## src/rtl/serial_subtractor_4bit_pkg.sv

```systemverilog
// serial_subtractor_4bit_pkg: shared FSM states, widths and 7-segment glyphs
package serial_subtractor_4bit_pkg;
  localparam int OP_W  = 4;
  localparam int NBITS = 4;
  typedef enum logic [1:0] {IDLE, SHIFT, DONE} state_e;
  localparam logic [7:0] SEG_0 = 8'h3F;
  localparam logic [7:0] SEG_1 = 8'h06;
  localparam logic [7:0] SEG_2 = 8'h5B;
  localparam logic [7:0] SEG_3 = 8'h4F;
  localparam logic [7:0] SEG_4 = 8'h66;
  localparam logic [7:0] SEG_5 = 8'h6D;
  localparam logic [7:0] SEG_6 = 8'h7D;
  localparam logic [7:0] SEG_7 = 8'h07;
  localparam logic [7:0] SEG_8 = 8'h7F;
  localparam logic [7:0] SEG_9 = 8'h6F;
  function automatic logic [7:0] seg_of(input logic [3:0] d);
    case (d)
      4'd1:    seg_of = SEG_1;
      4'd2:    seg_of = SEG_2;
      4'd3:    seg_of = SEG_3;
      4'd4:    seg_of = SEG_4;
      4'd5:    seg_of = SEG_5;
      4'd6:    seg_of = SEG_6;
      4'd7:    seg_of = SEG_7;
      4'd8:    seg_of = SEG_8;
      4'd9:    seg_of = SEG_9;
      default: seg_of = SEG_0;
    endcase
  endfunction
endpackage

```

## src/rtl/serial_subtractor_4bit_debounce.sv

```systemverilog
// debounce: synchronises a raw key and emits one pulse after DB_CYCLES of stable high
module debounce #(
  parameter int DB_CYCLES = 1_000_000
) (
  input  logic clk,
  input  logic rst,
  input  logic key_i,
  output logic pulse_o
);
  localparam int CW = $clog2(DB_CYCLES + 1);
  logic [1:0]    sync_q;
  logic [CW-1:0] cnt_q;
  logic          pulse_q;
  // the counter saturates at DB_CYCLES so a held key fires only once
  always_ff @(posedge clk or negedge rst) begin
    if (!rst) begin
      sync_q  <= '0;
      cnt_q   <= '0;
      pulse_q <= 1'b0;
    end else begin
      sync_q  <= {sync_q[0], key_i};
      cnt_q   <= !sync_q[1] ? '0 : (cnt_q < CW'(DB_CYCLES)) ? cnt_q + 1'b1 : cnt_q;
      pulse_q <= sync_q[1] && (cnt_q == CW'(DB_CYCLES - 1));
    end
  end
  assign pulse_o = pulse_q;
endmodule

```

## src/rtl/serial_subtractor_4bit.sv

```systemverilog
// serial_subtractor_4bit: accumulator with bit-serial subtract, debounced keys and 7-seg display
module serial_subtractor_4bit
  import serial_subtractor_4bit_pkg::*;
#(
  parameter int DB_CYCLES = 1_000_000
) (
  input  logic            clk,
  input  logic            rst,
  input  logic            input_digit,
  input  logic            calculate,
  input  logic            bin,
  input  logic [OP_W-1:0] input_number,
  output logic            bin_led,
  output logic [1:0]      status_led,
  output logic            busy_led,
  output logic [7:0]      segout_1,
  output logic [7:0]      segout_2,
  output logic            bout_led
);
  localparam int CNT_W = $clog2(NBITS);
  logic            load_p, calc_p, bin_p;
  state_e          state_q;
  logic [OP_W-1:0] acc_q, a_q, b_q, res_q;
  logic [CNT_W-1:0] cnt_q;
  logic            br_q, bin_q, bout_q;
  logic [1:0]      status_q;
  logic            diff_d, br_d;

  debounce #(.DB_CYCLES(DB_CYCLES)) u_db_load (.clk(clk), .rst(rst), .key_i(input_digit), .pulse_o(load_p));
  debounce #(.DB_CYCLES(DB_CYCLES)) u_db_calc (.clk(clk), .rst(rst), .key_i(calculate),   .pulse_o(calc_p));
  debounce #(.DB_CYCLES(DB_CYCLES)) u_db_bin  (.clk(clk), .rst(rst), .key_i(bin),         .pulse_o(bin_p));

  // the single 1-bit full subtractor shared by every SHIFT cycle
  assign diff_d = a_q[0] ^ b_q[0] ^ br_q;
  assign br_d   = (~a_q[0] & b_q[0]) | (~(a_q[0] ^ b_q[0]) & br_q);

  always_ff @(posedge clk or negedge rst) begin
    if (!rst) begin
      state_q  <= IDLE;
      acc_q    <= '0;
      a_q      <= '0;
      b_q      <= '0;
      res_q    <= '0;
      cnt_q    <= '0;
      br_q     <= 1'b0;
      bin_q    <= 1'b0;
      bout_q   <= 1'b0;
      status_q <= 2'b00;
    end else begin
      case (state_q)
        IDLE: begin
          if (load_p) begin
            acc_q       <= input_number;
            status_q[0] <= ~status_q[0];
          end else if (calc_p) begin
            a_q     <= acc_q;
            b_q     <= input_number;
            br_q    <= bin_q;
            cnt_q   <= '0;
            state_q <= SHIFT;
          end
          if (bin_p) bin_q <= ~bin_q;
        end
        SHIFT: begin
          res_q <= {diff_d, res_q[OP_W-1:1]};
          a_q   <= a_q >> 1;
          b_q   <= b_q >> 1;
          br_q  <= br_d;
          cnt_q <= cnt_q + 1'b1;
          if (cnt_q == CNT_W'(NBITS - 1)) state_q <= DONE;
        end
        DONE: begin
          acc_q       <= res_q;
          bout_q      <= br_q;
          status_q[1] <= ~status_q[1];
          state_q     <= IDLE;
        end
        default: state_q <= IDLE;
      endcase
    end
  end

  assign bin_led    = bin_q;
  assign status_led = status_q;
  assign busy_led   = state_q != IDLE;
  assign bout_led   = bout_q;
  assign segout_1   = (acc_q >= 4'd10) ? SEG_1 : SEG_0;
  assign segout_2   = seg_of((acc_q >= 4'd10) ? acc_q - 4'd10 : acc_q);
endmodule

```

## config.mk

```make
export PLATFORM = sky130hd
export DESIGN_NAME = serial_subtractor_4bit
export DESIGN_NICKNAME = d
export VERILOG_FILES = /design/src/rtl/serial_subtractor_4bit_pkg.sv /design/src/rtl/serial_subtractor_4bit_debounce.sv /design/src/rtl/serial_subtractor_4bit.sv
export SDC_FILE = /design/constraint.sdc
export NUM_CORES = 1
export LEC_CHECK = 0
export CORE_ASPECT_RATIO = 1.25
export CORE_MARGIN = 10
export CORE_UTILIZATION = 64
export CTS_CLUSTER_SIZE = 14
export DETAILED_ROUTE_END_ITERATION = 8
export GPL_ROUTABILITY_DRIVEN = 0
export MAX_ROUTING_LAYER = met4
export PLACE_DENSITY = 0.83
export SYNTH_ARGS = -nofsm -noshare
export SYNTH_HDL_FRONTEND = slang
export SYNTH_SLANG_ARGS = --single-unit
```

## constraint.sdc

```tcl
create_clock -name clk -period 3.4 [get_ports clk]
set_input_delay 0.68 -clock clk [delete_from_list [all_inputs] [get_ports clk]]
set_output_delay 0.68 -clock clk [all_outputs]
set_load 0.02 [all_outputs]
```

# Yosys cells after proc, flatten, opt, wreduce, memory -nomap -nowiden

Memory sizes are Yosys's and may differ from the RTL's.
Cells that the tools add are included.

Register bits after elaboration: 94
Latch bits: 0
RAM bits: 0
ROM bits: 112
Output and inout bits: 21
Memories: 1

Add/subtract/negate cells: 5
Multipliers: 0
Div/mod/pow operators: 0
Magnitude comparators: 4
Equal/unequal tests: 13
Shift operators: 0
Multiplexer cells: 26
Bitwise logic cells: 10
Reductions and logical operators: 12

Memory list:

| name            | depth | width | rd ports | clocked after Yosys merged registers in | write ports | RTL line                         | RTL |
|---|---|---|---|---|---|---|---|
| (no name shown) | 16    | 7     | 1        | 0                                       | 0           | serial_subtractor_4bit_pkg.sv:17 | `case (d)` |

Operators by type and width:

| operator                                                                | count |
|---|---|
| 20-bit 2-to-1 mux                                                       | 6 |
| 20-bit by 1-bit adder with 20-bit output, second input constant         | 3 |
| 20-bit == test, second input constant                                   | 3 |
| 20-bit less-than comparator, second input constant                      | 3 |
| 4-bit 2-to-1 mux                                                        | 6 |
| 4-bit case mux with 2 select lines                                      | 3 |
| 2-bit 2-to-1 mux                                                        | 5 |
| 2-bit inequality test, second input constant                            | 5 |
| 2-bit case mux with 2 select lines                                      | 2 |
| 6-bit 2-to-1 mux                                                        | 1 |
| 2-bit AND reduction                                                     | 3 |
| 3-bit AND reduction                                                     | 2 |
| 2-bit nonzero test                                                      | 3 |
| 1-bit NOT                                                               | 5 |
| 2-bit == test, second input constant                                    | 2 |
| 4-bit greater-or-equal comparator, second input constant                | 1 |
| 2-bit by 1-bit inequality test with 1-bit output, second input constant | 2 |
| 4-bit subtractor, second input constant                                 | 1 |
| 1-bit logical AND                                                       | 3 |
| 2-bit by 1-bit adder with 2-bit output, second input constant           | 1 |
| 1-bit AND                                                               | 2 |
| 2-bit by 1-bit == test with 1-bit output, second input constant         | 1 |
| 2-bit logical NOT                                                       | 1 |
| 1-bit 2-to-1 mux                                                        | 2 |
| other kinds (3)                                                         | 4 |

# Longest topological paths before layout

Gate-level depths: netlist of run 1.

Depth in word-level cells: 5
Gate-level depth with buffers: 6

# By module

Synthesis of run 1 repeated with hierarchy kept, for this count alone.

Cells, all modules: 560
Area total of the unflattened synthesis: 5285.1 um^2

By module, submodules not included:

| module                 | times used | cells each | area each (um^2) |
|---|---|---|---|
| debounce               | 3          | 135        | 1253.7 |
| serial_subtractor_4bit | 1          | 155        | 1524.0 |

# Least setup slack after synthesis of run 1

OpenSTA, ideal clock, no wires.

Kind: register to output
From: register acc_q[1]
To: output port segout_2[3]
Arrival time: 1.642 ns
Data required time: 2.720 ns
Slack: 1.078 ns
Cell stages (with the launch flop): 6
Path buffers: 0
Path through: dfrtp_1 > inv_1 > ha_1 > a21oi_1 > nor3_1 > o21ai_0

Cells in the longest elaborated chain, start to end: 3
Elaborated cells between the ends (all ways): 4
Classes of those cells: 1 x add/sub; 1 x order compare; 1 x mux; 1 x memory

Ends and longest elaborated chain:

| element                                                               | RTL line                     | RTL |
|---|---|---|
| start: declaration                                                    | serial_subtractor_4bit.sv:23 | `logic [OP_W-1:0] acc_q, a_q, b_q, res_q;` |
| start signal: assignment                                              | serial_subtractor_4bit.sv:53 | `acc_q <= input_number;` |
| start signal: assignment                                              | serial_subtractor_4bit.sv:73 | `acc_q <= res_q;` |
| 4-bit subtractor or 4-bit greater-or-equal comparator (tied branches) | serial_subtractor_4bit.sv:88 | `assign segout_2 = seg_of((acc_q >= 4'd10) ? acc_q - 4'd10 : acc_q);` |
| 4-bit 2-to-1 mux *                                                    | serial_subtractor_4bit.sv:88 |  |
| memory read 16 x 7 bit *                                              | n/a                          |  |
| end: declaration                                                      | serial_subtractor_4bit.sv:17 | `output logic [7:0] segout_2,` |

Every way passes the cells marked *; elsewhere a longest branch is shown, timed or not.

# Final worst setup path of run 1

From: register acc_q[2]
To: output port segout_2[1]

The elaborated chain is that of the path after synthesis.

==> results of run 1 <==
[power groups by stage]
| stage | clock [mW] | combinational, mW | sequential [mW] |
|---|---|---|---|
| finish | 0.700 | 0.0764 | 1.15 |
| global route | 0.758 | 0.0874 | 1.15 |
| global placement | 0 | 0.0745 | 1.17 |
| CTS | 0.720 | 0.0785 | 1.15 |
| detailed placement | 0 | 0.0783 | 1.17 |
| floorplan | 0 | 0.0441 | 1.16 |
[flip-flops by register name (all words and copies together), names as in the netlist, 2 cells and up]
| register | cells |
|---|---|
| cnt_q | 2 |
| u_db_calc.sync_q | 2 |
| status_led | 2 |
| u_db_load.sync_q | 2 |
| a_q | 4 |
| acc_q | 4 |
| u_db_load.cnt_q | 20 |
| u_db_bin.cnt_q | 20 |
| b_q | 4 |
| state_q | 2 |
| u_db_bin.sync_q | 2 |
| u_db_calc.cnt_q | 20 |
| res_q | 4 |
[metal layers]
metal  up-vias  share of wire [%]  GRT usage [%]
met5         -                  0              -
met1      2039                 43           21.4
li1       2011                  -              -
met3        17                4.3           3.93
met2        90                 51           29.2
met4         0                1.6           6.82
[area by class of cell]
type / count / area, um^2
Inverter: 14 / 52.6
Sequential cell: 94 / 2350
Timing Repair Buffer: 27 / 260
Multi-Input combinational cell: 406 / 2450
Clock inverter: 4 / 20.0
Clock buffer: 12 / 165
Tap cell: 95 / 119
Fill cell: 588 / 2280
[per-stage QoR]
step	util (%)	cell area (um^2)
after floorplan	-	5010
after global placement	68.0	5230
after detailed placement	68.0	5230
after CTS	70.4	5420
after global routing	70.4	5420
final	70.4	5420
[cells in the final DEF, fill, tap and decap left out, drive strengths merged, types with 2 or more instances in the layout]
cell	Yosys	routed
and2	4	4
and4	5	5
o31a	2	2
dfrtp	94	94
o21ai	41	41
nand2	65	65
or4	19	19
nand2b	15	15
ha	8	8
clkinv	2	6
o31ai	18	18
nor2	19	19
or3	20	20
o211ai	2	2
o41ai	2	2
nor3	7	7
a21o	3	3
a211oi	2	2
mux2i	17	17
clkdlybuf4s50	0	23
nand3b	2	2
o311ai	3	3
nor4	7	7
a22oi	2	2
and3b	4	4
clkbuf	22	12
xnor2	4	4
xor2	3	3
inv	12	12
a21oi	55	55
and3	13	13
nand4	26	26
nand3	19	19
conb	2	5
or2	2	2
buf	11	4
o21a	4	4
[worst paths after layout]
kind                                                 start  cells past startpoint                               to  slack (ns)
max                                   acc_q[2]$_DFFE_PN0P_                      6                      segout_2[1]        0.17
min                                                    rst                      1               b_q[2]$_DFFE_PN0P_        0.35
max reg2reg                u_db_calc.cnt_q[12]$_DFFE_PN0P_                      5  u_db_calc.cnt_q[13]$_DFFE_PN0P_        1.01
min reg2reg                  u_db_calc.sync_q[0]$_DFF_PN0_                      0    u_db_calc.sync_q[1]$_DFF_PN0_        0.35
max in group asynchronous                              rst                      2   u_db_calc.cnt_q[3]$_DFFE_PN0P_        2.28
min in group clk             u_db_calc.sync_q[0]$_DFF_PN0_                      0    u_db_calc.sync_q[1]$_DFF_PN0_        0.35
[cells by family after synthesis]
family,Yosys count,synth area share [%]
and+or+nand+nor,228,24.7
adders and majority gates,9,2.40
other,2,0.150
xor gates and xnor gates,7,1.23
muxes,17,3.40
buffers and inverters,47,4.30
DFF,94,47.0
AOI/OAI and AO/OA,140,16.7
[worst reg2reg max path: cells and delay by family, from the launching register on]
kind	cells	cell delay, ns
buffers and inverters	1	0.33
and+or+nand+nor	2	0.98
AOI/OAI and AO/OA	2	0.57
DFF	1	0.44
==> flow_summary_export.csv, run 1 <==
group,metric,value,unit
run_status,status,"finished, final reports clean",
grt,overflow,0,
grt,grt_first_pass_wirelength,17.7,mm
critical_path,path_max_fanout,6,
grt,track_usage,18.0,%
power_and_ir_drop,power_switching,449,uW
route,drc,0,
critical_path,worst_setup_path_end_kind,"output port",
power_and_ir_drop,p_int,1.47,mW
job,drv_cap,0,
synth,ys.warnings.count,0,
timing,fmax,310,MHz
clock_network,clk_latency,0.37,ns
critical_path,required,2.72,ns
critical_path,cp_cell_sequence,"inv_1 -> ha_1 -> a21oi_1 -> nand2_1 -> or2_2 -> clkdlybuf4s50_1",
hold_path,min-delay-path-class,"primary input to async pin",
die,dieWidth,99.1,um
route,wire_per_inst,15.7,um
clock_network,numCtsBuffers,9,
finish,insertedDiodeCount,0,
clock_network,root_buffer,"clkbuf_8",
clock_network,cts_setup_buffers,0,
timing,finalHoldViolCount,0,
grt,grt_max_degree,58,
power_and_ir_drop,vdd_drop_max,0.248,mV
power_and_ir_drop,switching_share,23.4,%
critical_path,worst_path_largest_cell_delay,0.54,ns
synth,synthTopCellsByCount,"94 x dfrtp_1, 65 x nand2_1, 55 x a21oi_1",
timing,final.setup_skew,0.0111,ns
synth,synth_most_common_cell,"dfrtp_1",
critical_path,slowest_stage,"clkdlybuf4s50_1",
route,postRouteAntennaNets,0,
synth,synth_seq_cells,94,
place,io_buffers,24,
power_and_ir_drop,fin_total_pwr,1.92,mW
timing,fin_tns_setup,0,ns
clock_network,clk_path_buf_depth,2,
die,start_util,64.9,%
route,wl,10.3,mm
clock_network,h-tree-depth,3,
grt,grt_pass1_vias,3900,
synth,netlist_area,5000,um^2
grt,antenna_found_initial,0,
timing,drv_slew,0,
synth,synth_edf_count,0,
die,rows,36,
synth,ys.flop_type,"dfrtp_1",
route,via_per_inst,6.38,
timing,tightest_slew,1.07,ns
clock_network,cts_tree,"done",
place,dp_hpwl,7.13,mm
finish,drive_gt1_share,4.49,%
clock_network,postCtsHoldBufs,0,
clock_network,cts.sinks,94,
critical_path,critPathBufInv,2,
route,dr.pass1.iters,5,
die,dieArea,11800,um^2
synth,synth-async-reset-ratio,100,%
critical_path,start_kind,"flop",
synth,syn_area_per_cell,9.19,um^2
critical_path,critical_path_class,"flop to output port",
synth,synth_cell_types,49,
synth,syn_inst,544,
place,pre_cts_slack,0.580,ns
clock_network,path_clk_slew,0.09,ns
power_and_ir_drop,p_seq_share,59.6,%
finish,fin_nets,570,
die,core-area,7700,um^2
synth,synth-seq-area-share,47.0,%
power_and_ir_drop,p_per_area,355,nW/um^2
die,io_pins,30,
critical_path,path_delay_family,"buffers and inverters",
place,post-place-cells,636,
timing,period_share,95.0,%
critical_path,arrival,2.55,ns
route,drt_iter0_drc,249,
synth,synthTopCellsByArea,"dfrtp_1 47%, a21oi_1 5.5%, nand2_1 4.9%",
finish,stdcell_count,652,
timing,rsz0062_at_grt,"no",
power_and_ir_drop,pwr-share-clk,36.4,%
power_and_ir_drop,pwr-share-comb,4.0,%
finish,area_growth,8.38,%
clock_network,cts_resized,0,
timing,period_needed,3.23,ns
timing,finalSetupViolCount,0,
timing,setup_slack,0.169,ns
timing,relSlewSlack,28.6,%
die,die_h,119,um
route,routed-via-count,4157,
synth,synth_top_area_share,47.0,%
power_and_ir_drop,p_leak,2.29,nW
synth,yosysTopAreaCell,"dfrtp_1",
timing,holdWs,0.346,ns
No activity file was read; power rests on OpenSTA's default activity.
==> run 2: changes to the inputs <==
- PLACE_DENSITY: 0.83 -> 0.95
==> flow_summary_export.csv, run 2 (same netlist as run 1, synthesis figures left out) <==
group,metric,value,unit
route,wire_per_inst,17.1,um
critical_path,reg2reg_from,"u_db_bin.cnt_q[13]$_DFFE_PN0P_",
power_and_ir_drop,p_int,1.56,mW
power_and_ir_drop,p_per_area,370,nW/um^2
die,dieArea,11800,um^2
power_and_ir_drop,pwr-share-comb,3.8,%
critical_path,r2r_end,"u_db_bin.cnt_q[17]$_DFFE_PN0P_",
place,placed_area,5240,um^2
clock_network,clk_path_buf_depth,2,
finish,insertedDiodeCount,0,
die,dieWidth,99.1,um
power_and_ir_drop,p_leak,2.30,nW
timing,relSlewSlack,47.7,%
clock_network,numCtsBuffers,9,
grt,grt_pass1_vias,4075,
finish,final_util,70.7,%
clock_network,h-tree-depth,3,
power_and_ir_drop,vdd_drop_max,0.292,mV
die,io_pins,30,
critical_path,start_kind,"flop",
clock_network,cts_tree,"done",
clock_network,path_clk_slew,0.09,ns
route,dr.pass1.iters,5,
finish,stdcell_count,652,
timing,holdWs,0.353,ns
hold_path,min-delay-path-class,"flop to flop",
critical_path,required,2.72,ns
finish,most-common-layout-cells,"94 x dfrtp_1, 65 x nand2_1, 54 x a21oi_1, 39 x o21ai_0, 26 x nand4_1",
critical_path,path_max_fanout,8,
clock_network,postCtsHoldBufs,0,
critical_path,rrSetupSlack,1.11,ns
power_and_ir_drop,p_seq_share,56.9,%
timing,finalSetupViolCount,0,
finish,largest_registers,"u_db_bin.cnt_q: 20 flops, u_db_calc.cnt_q: 20 flops, u_db_load.cnt_q: 20 flops",
place,pre_cts_slack,0.565,ns
grt,antenna_found_initial,0,
route,routed-via-count,4288,
clock_network,cts_resized,0,
job,drv_cap,0,
critical_path,endpoint,"segout_2[1]",
timing,drv_slew,0,
grt,overflow,0,
grt,track_usage,19.6,%
power_and_ir_drop,pwr-share-clk,39.3,%
route,drt_iter0_drc,279,
grt,grt_max_degree,63,
timing,period_needed,3.21,ns
clock_network,clk_latency,0.37,ns
timing,finalHoldViolCount,0,
timing,period_share,94.4,%
finish,fill_cells,539,
timing,rsz0062_at_grt,"no",
die,rows,36,
critical_path,reg2reg_depth,4,
clock_network,cts_setup_buffers,0,
finish,fin_area,5450,um^2
route,wl,11.1,mm
critical_path,cp-startpoint,"acc_q[1]$_DFFE_PN0P_",
route,drc,0,
power_and_ir_drop,switching_share,22.7,%
run_status,status,"finished, final reports clean",
grt,grt_first_pass_wirelength,19.0,mm
die,start_util,64.9,%
place,post-place-cells,637,
timing,final.setup_skew,0.00632,ns
critical_path,critical_path_class,"flop to output port",
clock_network,cts.sinks,94,
place,dp_hpwl,7.44,mm
finish,area_growth,8.96,%
critical_path,arrival,2.53,ns
power_and_ir_drop,fin_total_pwr,2.02,mW
timing,fmax,311,MHz
timing,setup_slack,0.190,ns
finish,final_common_cell,"dfrtp_1",
power_and_ir_drop,power_switching,457,uW
critical_path,worst_setup_path_end_kind,"output port",
finish,drive_gt1_share,4.49,%
timing,fin_tns_setup,0,ns
route,postRouteAntennaNets,0,
die,core-area,7700,um^2
route,via_per_inst,6.58,
clock_network,root_buffer,"clkbuf_8",
place,io_buffers,24,
finish,fin_nets,571,
die,die_h,119,um
timing,tightest_slew,0.784,ns
[run 2: layout make-up]
type / instances / area, um^2 / share of cell area (%)
clock inverters: 5 / 75.1 / 1.38
repair buffers: 28 / 268 / 4.92
inverters: 14 / 52.6 / 0.965
multi-input cells: 406 / 2450 / 45.0
clock buffers: 10 / 128 / 2.34
flip-flops and latches: 94 / 2350 / 43.2
well taps: 95 / 119 / 2.18
[run 2: power groups by stage]
stage | registers (mW) | logic, mW | clock network [mW]
2_1_floorplan | 1.16 | 0.0441 | 0
3_3_place_gp | 1.17 | 0.0743 | 0
3_5_place_dp | 1.17 | 0.0771 | 0
4_1_cts | 1.15 | 0.0775 | 0.798
5_1_grt | 1.15 | 0.0885 | 0.848
6_report | 1.15 | 0.0762 | 0.792
[run 2: worst min path at each step]
stage                                       startpoint                      endpoint  slack [ns]  cells after the start
after global routing      u_db_bin.sync_q[0]$_DFF_PN0_  u_db_bin.sync_q[1]$_DFF_PN0_        0.37                      0
after floorplan           u_db_bin.sync_q[0]$_DFF_PN0_  u_db_bin.sync_q[1]$_DFF_PN0_        0.33                      0
final                     u_db_bin.sync_q[0]$_DFF_PN0_  u_db_bin.sync_q[1]$_DFF_PN0_        0.35                      0
after global placement    u_db_bin.sync_q[0]$_DFF_PN0_  u_db_bin.sync_q[1]$_DFF_PN0_        0.33                      0
after detailed placement  u_db_bin.sync_q[0]$_DFF_PN0_  u_db_bin.sync_q[1]$_DFF_PN0_        0.34                      0
after CTS                 u_db_bin.sync_q[0]$_DFF_PN0_  u_db_bin.sync_q[1]$_DFF_PN0_        0.36                      0
[run 2: metal layers]
metal / global-route usage (%) / wire (um) / share of wire, %
met1: 22.3 / 4450 / 40
met2: 32.1 / 5770 / 52
met3: 4.92 / 624 / 5.6
met4: 8.08 / 280 / 2.5
met5: - / 0 / 0
[run 2: critical path: stages (launching register included)]
cell and delay [ns]:
dfrtp_1 0.43, inv_1 0.10, ha_1 0.21, o21ai_1 0.45
nand2_1 0.14, or2_2 0.29, clkdlybuf4s50_1 0.54
